<file path="src/rtl/nand_tree_pkg.sv">
// Shared constants and elaboration helpers for the pipelined NAND tree.
package nand_tree_pkg;

    localparam int unsigned STATS_W      = 16;
    localparam int unsigned N_IN_MIN     = 2;
    localparam int unsigned N_IN_MAX     = 64;
    localparam int unsigned CHANNELS_MIN = 1;
    localparam int unsigned CHANNELS_MAX = 8;

    // Number of pairwise reduction levels needed to fold n bits down to one.
    function automatic int unsigned levels(input int unsigned n);
        int unsigned r;
        r = 0;
        while ((r < 32) && ((32'd1 << r) < n)) begin
            r = r + 1;
        end
        return r;
    endfunction

    // Per-channel width after k levels; an odd leftover bit passes through.
    function automatic int unsigned level_width(input int unsigned n, input int unsigned k);
        int unsigned w;
        w = n;
        for (int unsigned i = 0; i < k; i++) begin
            w = (w + 1) / 2;
        end
        return w;
    endfunction

endpackage

</file>
<file path="src/rtl/nand_tree_pipe_level.sv">
// One registered pairwise-AND level of the NAND tree (module nand_tree_level).
// The final level sets INVERT so the NAND result itself is registered.
module nand_tree_level
    import nand_tree_pkg::*;
#(
    parameter int unsigned IN_W     = 6,
    parameter int unsigned CHANNELS = 1,
    parameter bit          INVERT   = 1'b0
) (
    input  logic                                        clk,
    input  logic                                        rst,
    input  logic                                        en,
    input  logic                                        valid_i,
    output logic                                        valid_o,
    input  logic [CHANNELS*IN_W-1:0]                    data_i,
    output logic [CHANNELS*level_width(IN_W, 1)-1:0]    data_o
);

    localparam int unsigned OUT_W = level_width(IN_W, 1);

    logic [CHANNELS*OUT_W-1:0] red_c;
    logic [CHANNELS*OUT_W-1:0] data_d, data_q;
    logic                      valid_d, valid_q;

    // Adjacent-pair AND per channel; the unpaired top bit is forwarded.
    for (genvar c = 0; c < CHANNELS; c++) begin : g_ch
        for (genvar j = 0; j < OUT_W; j++) begin : g_pair
            if (2 * j + 1 < IN_W) begin : g_and
                assign red_c[c*OUT_W + j] = data_i[c*IN_W + 2*j] & data_i[c*IN_W + 2*j + 1];
            end else begin : g_pass
                assign red_c[c*OUT_W + j] = data_i[c*IN_W + 2*j];
            end
        end
    end

    always_comb begin
        valid_d = valid_q;
        data_d  = data_q;
        if (en) begin
            valid_d = valid_i;
            data_d  = INVERT ? ~red_c : red_c;
        end
    end

    always_ff @(posedge clk or posedge rst) begin
        if (rst) begin
            valid_q <= 1'b0;
            data_q  <= '0;
        end else begin
            valid_q <= valid_d;
            data_q  <= data_d;
        end
    end

    assign valid_o = valid_q;
    assign data_o  = data_q;

endmodule

</file>
<file path="src/rtl/nand_tree_pipe.sv">
// Multi-channel pipelined NAND reduction with a single valid/ready handshake.
// Define NAND_TREE_STATS_EN to add the saturating txn_count beat counter.
module nand_tree_pipe
    import nand_tree_pkg::*;
#(
    parameter int unsigned N_IN     = 6,
    parameter int unsigned CHANNELS = 1
) (
    input  logic                     clk,
    input  logic                     rst,
    input  logic                     in_valid,
    output logic                     in_ready,
    input  logic [CHANNELS*N_IN-1:0] in_data,
    output logic                     out_valid,
    input  logic                     out_ready,
    output logic [CHANNELS-1:0]      out_data
`ifdef NAND_TREE_STATS_EN
    ,
    output logic [STATS_W-1:0]       txn_count
`endif
);

    localparam int unsigned L = levels(N_IN);

    if ((N_IN < N_IN_MIN) || (N_IN > N_IN_MAX)) begin : g_bad_n_in
        $error("nand_tree_pipe: N_IN=%0d outside 2..64", N_IN);
    end
    if ((CHANNELS < CHANNELS_MIN) || (CHANNELS > CHANNELS_MAX)) begin : g_bad_channels
        $error("nand_tree_pipe: CHANNELS=%0d outside 1..8", CHANNELS);
    end

    // Whole pipe advances together; it only stalls when the result is stuck.
    logic en;
    assign en       = ~out_valid | out_ready;
    assign in_ready = en;

    for (genvar k = 0; k < L; k++) begin : g_lvl
        localparam int unsigned IW = level_width(N_IN, k);
        localparam int unsigned OW = level_width(N_IN, k + 1);

        logic [CHANNELS*IW-1:0] d_in;
        logic [CHANNELS*OW-1:0] d_out;
        logic                   v_in;
        logic                   v_out;

        if (k == 0) begin : g_first
            assign d_in = in_data;
            assign v_in = in_valid;
        end else begin : g_chain
            assign d_in = g_lvl[k-1].d_out;
            assign v_in = g_lvl[k-1].v_out;
        end

        nand_tree_level #(
            .IN_W     (IW),
            .CHANNELS (CHANNELS),
            .INVERT   (k == L - 1)
        ) u_level (
            .clk     (clk),
            .rst     (rst),
            .en      (en),
            .valid_i (v_in),
            .valid_o (v_out),
            .data_i  (d_in),
            .data_o  (d_out)
        );
    end

    assign out_valid = g_lvl[L-1].v_out;
    assign out_data  = g_lvl[L-1].d_out;

`ifdef NAND_TREE_STATS_EN
    logic [STATS_W-1:0] txn_count_d, txn_count_q;

    // Accepted-beat counter, sticks at all-ones instead of wrapping.
    always_comb begin
        txn_count_d = txn_count_q;
        if (in_valid && en && (txn_count_q != {STATS_W{1'b1}})) begin
            txn_count_d = txn_count_q + STATS_W'(1);
        end
    end

    always_ff @(posedge clk or posedge rst) begin
        if (rst) begin
            txn_count_q <= '0;
        end else begin
            txn_count_q <= txn_count_d;
        end
    end

    assign txn_count = txn_count_q;
`endif

endmodule
</file>
<file path="config.mk">
export PLATFORM = sky130hd
export DESIGN_NAME = nand_tree_pipe
export DESIGN_NICKNAME = d
export VERILOG_FILES = /design/src/rtl/nand_tree_pkg.sv /design/src/rtl/nand_tree_pipe_level.sv /design/src/rtl/nand_tree_pipe.sv
export SDC_FILE = /design/constraint.sdc
export NUM_CORES = 1
export LEC_CHECK = 0
export BUFFER_PORTS_ARGS = -buffer_cell sky130_fd_sc_hd__buf_4
export CORE_AREA = 2 2 39 41
export DETAILED_ROUTE_END_ITERATION = 10
export DIE_AREA = 0 0 41 43
export GPL_TIMING_DRIVEN = 0
export PLACE_DENSITY_LB_ADDON = 0.05
export SLEW_MARGIN = 20
export SYNTH_ARGS = -nofsm -noshare
export SYNTH_HDL_FRONTEND = slang
export SYNTH_SLANG_ARGS = --single-unit
</file>
<file path="constraint.sdc">
create_clock -name clk -period 1.85 [get_ports clk]
set_clock_uncertainty 0.05 [all_clocks]
set_input_delay 0.0925 -clock clk [delete_from_list [all_inputs] [get_ports clk]]
set_output_delay 0.0925 -clock clk [all_outputs]
set_load 0.03 [all_outputs]
</file>
* Word-level counts from Yosys, hierarchy flattened *
Cells that the tools add are included.

storage, ports and cells
  register bits = 9
  bits in latches = 0
  bits in writable memories = 0
  bits in read-only memories = 0
  input port bits = 10
  output and inout bits = 3
  memories = 0

cells by class
  $add $sub $neg = 0
  multiply operators = 0
  div/mod/pow operators = 0
  order comparisons = 0
  equality and inequality tests = 0
  shift-type cells = 0
  multiplexer cells = 0
  bitwise logic cells = 8
  reduce and logical (&&, ||, !) cells = 0

operators by type and width
  kind              number
  1-bit AND         5
  1-bit inverter    2
  1-bit bitwise OR  1

* Logic depth before layout (Yosys ltp) *
Gate-level depths: netlist of the first run.

  depth after elaboration = 2
  depth in mapped cells = 3
  gate-level depth less buffers = 3

* Cells and area by module *
A second synthesis of the first run with hierarchy kept.

unflattened totals
  cell total of the unflattened synthesis = 31
  area, all modules = 360.3 um^2

by module, submodules not included
  module                              times used  cells an instance  area an instance (um^2)  sequential area each (um^2)
  nand_tree_level (g_lvl[0].u_level)  1           15                 160.2                    100.1
  nand_tree_level (g_lvl[1].u_level)  1           9                  115.1                    75.1
  nand_tree_level (g_lvl[2].u_level)  1           6                  78.8                     50.0
  nand_tree_pipe                      1           1                  6.3                      0.0

* Least setup slack after synthesis of the first run *
Ideal clock, no wire load.

  kind = flip-flop to flip-flop
  start = reg g_lvl[2].u_level.valid_q
  end = reg g_lvl[0].u_level.valid_q
  library setup time = 0.125 ns
  data arrival time = 1.234 ns
  data required time = 1.675 ns
  slack = 0.441 ns
  stages on the path, launching flop included = 4
  buffers on the path = 0
  cell sequence = dfrtp_1 nor2b_4 inv_2 mux2_4

on the way
  longest elaborated chain between the ends = 2

RTL lines
  item                      line                        source
  start: declaration        nand_tree_pipe_level.sv:23  logic valid_d, valid_q;
  start signal: assignment  nand_tree_pipe_level.sv:50  valid_q <= valid_d;
  1-bit inverter            nand_tree_pipe.sv:34        assign en = ~out_valid | out_ready;
  1-bit bitwise OR          nand_tree_pipe.sv:34
  named net in_ready        nand_tree_pipe.sv:12        output logic in_ready,
  end signal: assignment    nand_tree_pipe_level.sv:50
  end: declaration          nand_tree_pipe_level.sv:23

The timed path passes the listed nets, and every way through them passes these cells.
A chain may end at the register's enable or synchronous reset.

* Worst setup path in the final report of the first run *
  start = reg g_lvl[2].u_level.valid_q
  end = out in_ready

on the way
  longest elaborated chain between the ends = 2

RTL lines
  item              line
  1-bit inverter    nand_tree_pipe.sv:34
  1-bit bitwise OR  nand_tree_pipe.sv:34
  end: declaration  nand_tree_pipe.sv:12

Every way passes these cells.

==> impl_results.md, run 1 <==
* Worst VDD drop at 0.4203 mV
* Slew @ Worst Pin at 344.0 ps
* Synth Net Count at 40
* Crit start category: flop
* CTS tree: done
* Outcome: finished, final reports clean
* CTS Sinks at 9
* Worst-Skew Late Latency at 260 ps
* Yosys cell types at 11
* I/O pin cnt at 13
* Final Setup Violations at 0
* DR vias at 295
* Grt met2 use at 0.1375
* Commonest non-fill, non-tap cell in the layout: buf_4
* Row cnt at 14
* Slew HR at 0.7704
* Most frequent cells in the layout: buf_4, dfrtp_1, nand2_1, nand3b_1, o21ai_0
* Number of global-route vias before repair at approximately 280
* Routed len/inst at 11.70 um
* Placer Congestion at 0.6194
* Mapped cell area at between 300 and 400 um2
* Final WS setup at 464.0 ps
* Layout area overhead at 38.87%
* Final hold vios at 0
* Chip Width at 41 um
* Number of diodes at 0
* Vias per inst at 4.683
* CTS Buffer Depth at 2
* Total Power at 0.0005528 W
* Setup Crit Path Kind: reg -> out
* Global route overflow at 0
* Pre-CTS setup slack at a little under 600 ps
* Post-DRT Antenna Nets at 0
* Clock transition at path regs at 60 ps
* Layout Nets at 58
* Largest net degree at the start of global routing at 10
* Max_cap viols at 0
* Post-route cell area at around 520 um2
* DP Area at about 490 um2
* Syn Inst Count at 30
* Largest delay share family, worst path: flip-flops
* # H-tree levels at 1
* Worst EP arrival at 1240 ps
* Seq/Total Area, Yosys at 0.5980
* Port Buf Inserts at 12
* # fillers at 141
* Antenna violations before repair at 0
* Syn avg cell area at around 13 um2
* Fmax at 721.5 MHz
* Die Ht at roughly 43 um
* CTS buffer count at 3
* Hold WC Path Type: in -> reg
* Total track usage at 0.1147
* Die Area at 0.001763 mm2
* Register bit total from synthesis at 9
* Grt peak-use layer: met1
* Max incr delay on CP at around 460 ps
* TritonRoute pass-1 iters at 4
* Power Density at 1057 mW/mm2
* First-pass GRT wire length at 1248 um
* Worst path cell trace: nor2b_4, inv_2, buf_4
* Met3 usage in global routing at 0.03141
* Initial Util at 0.2722
* RSZ-0062 raised after global routing: no
* M1 GR Usage at 0.1500
* Max Transition Viols Final at 0
* Core ar. at between 0.001 and 0.0015 mm2
* Post-route minimum period at 1386 ps
* CP Capture Type: output pin
* Warnings from Yosys at 0
* Post-CTS setup buffers at 0
* Drt total wl at approximately 740 um
* Hold slack at 12.68 ps
* Slowest CP cell: dfrtp_1
* WP buf/inv at 2
* Drt initial violations at 5
* Worst path required time at 1710 ps
* CP Max Fanout at 7
* CTS Root Cell: clkbuf_4
* Leak pwr at around 0.25 nW
* Share of post-route cells with drive strength above 1 at 0.4255
* TNS Setup at 0 ps
* Final period util at 0.7492
* Residual DRC count at 0
## cells in the mapped netlist
library cell	count	area share
a31oi_1	1	0.017
dfrtp_1	9	0.60
inv_1	1	0.010
inv_2	1	0.010
mux2_4	3	0.12
nand2_1	4	0.040
nand2b_1	1	0.017
nand3b_1	4	0.080
nor2b_4	1	0.037
nor3b_1	1	0.020
o21ai_0	4	0.053
## path summary, 6_finish.rpt
path	start	endpoint	slack [ps]	cells past startpoint
hold reg to reg	g_lvl[1].u_level.valid_o	g_lvl[2].u_level.valid_o	420	1
setup reg to reg	g_lvl[2].u_level.valid_o	g_lvl[1].u_level.data_o[1]	570	3
min in group asynchronous	rst	g_lvl[2].u_level.valid_o	300	3
setup / recovery	g_lvl[2].u_level.valid_o	in_ready	460	3
hold / removal	in_valid	g_lvl[0].u_level.valid_o	10	2
max in group asynchronous	rst	g_lvl[0].u_level.valid_o	1200	3
## final cells by class
class / instances / area, um2 / area share
repair buffers: 13 / 100.1 / 0.1914
clock buffers: 4 / 26.28 / 0.05024
flip-flops and latches: 9 / 225.2 / 0.4306
inverters: 2 / 7.507 / 0.01435
well taps: 16 / 20.02 / 0.03828
multi-input cells: 19 / 143.9 / 0.2751
## flip-flops by register name, indices dropped and copies added, names as in the netlist
signal / count
g_lvl.u_level.data_o: 6
g_lvl.u_level.valid_o: 3
## through the flow
stage               utilization  cells
CTS                      0.3779     63
finish                   0.3779     63
global route             0.3779     63
detailed placement       0.3517     58
floorplan                     -     30
global placement         0.3517     58
## worst register-to-register path, stage by stage (launching register included)
cell and delay [ps]:
dfrtp_1 460, nor2b_4 240, inv_2 100, mux2_4 310
## cells by family after synthesis
logic type / count (synthesis) / synth area share
AOI/OAI and AO/OA: 5 / 0.06978
muxes: 3 / 0.1196
buffers and inverters: 2 / 0.01991
DFF: 9 / 0.5980
and+or+nand+nor: 11 / 0.1927
## routing by layer
| metal | vias up | wire, um | part of all wire |
|---|---|---|---|
| met5 | - | 0 | 0 |
| met4 | 0 | 34 | 0.046 |
| met3 | 5 | 43 | 0.058 |
| met2 | 9 | 333 | 0.45 |
| met1 | 146 | 325 | 0.44 |
| li1 | 135 | - | - |
## what timing repair did
action,CTS,global route
setup endpoints to repair,0,0
endpoints found under the hold margin,9,0
hold buffers,1,0
gates resized for setup,0,0
## power breakdown
part | switching (W) | total, W | internal, W
combinational | 0.0000647 | 0.000139 | 0.0000746
clock | 0.0000688 | 0.000152 | 0.0000831
sequential | 0.0000287 | 0.000262 | 0.000233
total | 0.000162 | 0.000553 | 0.000391
No activity file was read; power rests on OpenSTA's default activity.
==> run 2: changes to the inputs <==
==> constraint.sdc (replaced) <==
create_clock -name clk -period 1.33 [get_ports clk]
set_clock_uncertainty 0.05 [all_clocks]
set_input_delay 0.0665 -clock clk [delete_from_list [all_inputs] [get_ports clk]]
set_output_delay 0.0665 -clock clk [all_outputs]
set_load 0.03 [all_outputs]
==> run 2 against run 1 <==
  * Sequential share of layout area shrank 1.3 points
  * Hold slack gained 2.3 ps
  * Die area is the same
  * Cell count grew 3.2%
  * Non-clock buffer count grew 2
  * Combinational power grew 53%
  * Largest cell class unchanged
  * Critical path type unchanged
  * Core utilization grew 1.4 points
==> impl_results.md, run 2 (same netlist as run 1, synthesis figures left out) <==
* Outcome: finished, final reports clean
* Initial Util at 0.2722 (unchanged)
* Share of post-route cells with drive strength above 1 at 0.4490 (+0.02345)
* Post-DRT Antenna Nets at 0 (unchanged)
* Slew HR at 0.7753 (+0.004886)
* Cell Count, Final, Fillers Out at 65 (+3.2%)
* Clock transition at path regs at 60 ps (about the same)
* Port Buf Inserts at 12 (unchanged)
* Row cnt at 14 (unchanged)
* Worst-Skew Late Latency at 250 ps (about the same)
* Number of diodes at 0 (unchanged)
* CTS Sinks at 9 (unchanged)
* Die Area at 0.001763 mm2 (unchanged)
* Setup Crit Path Kind: reg -> out
* Final period util at 0.9429
* Global route overflow at 0 (unchanged)
* Reg2reg end: g_lvl[1].u_level.valid_o
* Layout Nets at 60 (+3.4%)
* TNS Setup at 0 ps (unchanged)
* Commonest non-fill, non-tap cell in the layout: buf_4
* Residual DRC count at 0 (unchanged)
* Setup slack, reg-to-reg at 150 ps (-420 ps)
* Total track usage at 0.1209 (+0.006214)
* DR vias at 291 (-1.4%)
* Placed cell count at 58 (unchanged)
* I/O pin cnt at 13 (unchanged)
* Min-delay src: in_data[5]
* Final hold vios at 0 (unchanged)
* Largest net degree at the start of global routing at 10 (unchanged)
* CP Max Fanout at 6 (-1)
* Crit start category: flop
* CTS Root Cell: clkbuf_4
* Leak pwr at 0.2584 nW (+3.2%)
* Final WS setup at 75.94 ps (-388.1 ps)
* Number of flip-flops under the largest register name at 6 (unchanged)
* Drt total wl at 722 um (-2.0%)
* Drt initial violations at 2 (-3)
* Vias per inst at 4.477 (-4.4%)
* Fmax at 797.4 MHz
* Routed len/inst at 11.11 um (-5.0%)
* DP HPWL at 538.7 um
* RSZ-0062 raised after global routing: no
* CTS-repair resized insts at 0 (unchanged)
* First-pass GRT wire length at 1373 um (+10%)
* Max Transition Viols Final at 0 (unchanged)
* Crit Reg-Reg Startpoint: g_lvl[2].u_level.valid_o
* CTS buffer count at 3 (unchanged)
* Antenna violations before repair at 0 (unchanged)
* Post-route minimum period at 1254 ps
* Slew @ Worst Pin at 336.7 ps (-7.321 ps)
* Number of global-route vias before repair at 300 (+6.4%)
* Final Setup Violations at 0 (unchanged)
* Worst VDD drop at 0.5614 mV (+34%)
* Worst R2R Path Depth at 3 (unchanged)
* Core ar. at 0.001384 mm2 (unchanged)
* Worst EP arrival at 1140 ps (-100 ps)
* CP Capture Type: output pin
* Hold WC Path Type: in -> reg
* Layout area overhead at 43.85%
* TritonRoute pass-1 iters at 3 (-1)
* WHS Endpoint: g_lvl[0].u_level.data_o[2]
* Pre-CTS setup slack at 123.7 ps (-458.6 ps)
* Die Ht at 43 um (unchanged)
* Hold path depth at 3 (+1)
* Placer Congestion at 0.6332 (+2.2%)
* Max_cap viols at 0 (unchanged)
* Power Density at 1432 mW/mm2 (+35%)
* # H-tree levels at 1 (unchanged)
* CTS Buffer Depth at 2 (unchanged)
* CTS tree: done
* Chip Width at 41 um (unchanged)
* Most frequent cells in the layout: buf_4, dfrtp_1, nand2_1, nand3b_1, o21ai_0
* Worst path required time at 1210 ps (-500 ps)
run 2: cell count changes in the layout (fill, tap and decap cells not counted):
cell,change
buf_4,+1
dfrtp_1,-1
dfrtp_2,+1
dlygate4sd3_1,+1
run 2: cell type report:
type,instances,area [um2]
multi-input cells,19,143.9
fillers,148,842.1
repair buffers,15,117.6
clock buffers,4,26.28
flip-flops and latches,9,226.5
well taps,16,20.02
inverters,2,7.507
run 2: worst max path at each step:
stage / start / to / slack [ps] / cells after the start
final: g_lvl[2].u_level.valid_o / in_ready / 80 / 3
after global placement: g_lvl[2].u_level.valid_o / g_lvl[1].u_level.data_o[1] / 140 / 3
after CTS: g_lvl[2].u_level.valid_o / in_ready / 30 / 3
after detailed placement: g_lvl[2].u_level.valid_o / g_lvl[0].u_level.valid_o / 120 / 3
after floorplan: g_lvl[2].u_level.valid_o / g_lvl[0].u_level.valid_o / 10 / 3
after global routing: g_lvl[2].u_level.valid_o / in_ready / 6 / 3
run 2: metal layers:
layer / global-route usage / routed length, um
met3: 0.03141 / 39
met1: 0.1572 / 293
met2: 0.1594 / 379
met4: 0.1000 / 10
met5: 0 / 0
run 2: power breakdown:
part | leakage [nW] | switching [W] | total (W) | internal (W)
Sequential | 0.108 | 0.0000358 | 0.000362 | 0.000326
Clock | 0.0150 | 0.0000869 | 0.000202 | 0.000115
Combinational | 0.136 | 0.0000948 | 0.000212 | 0.000117
Total | 0.258 | 0.000218 | 0.000776 | 0.000558
run 2: repair_timing:
item | 4_1_cts | 5_1_grt
hold buffers | 2 | 0
setup buffers | 0 | 1
setup endpoints to repair | 0 | 1
hold endpoints to repair | 10 | 0
run 2: stage by stage:
step	utilization	hold slack (ps)	area [um2]	total power, W
after global placement	0.3526	-8.837	488.0	0.0005551
final	0.3915	15.02	541.8	0.0007758
after floorplan	-	-155.7	377.9	0.0004882
after global routing	0.3915	30.17	541.8	0.0008398
after detailed placement	0.3526	3.933	488.0	0.0005618
after CTS	0.3861	6.950	534.3	0.0007798
run 2: worst max-delay path, stage by stage (launching register included):
cell	delay, ps
dfrtp_2	430
nor2b_4	150
inv_2	120
buf_4	180
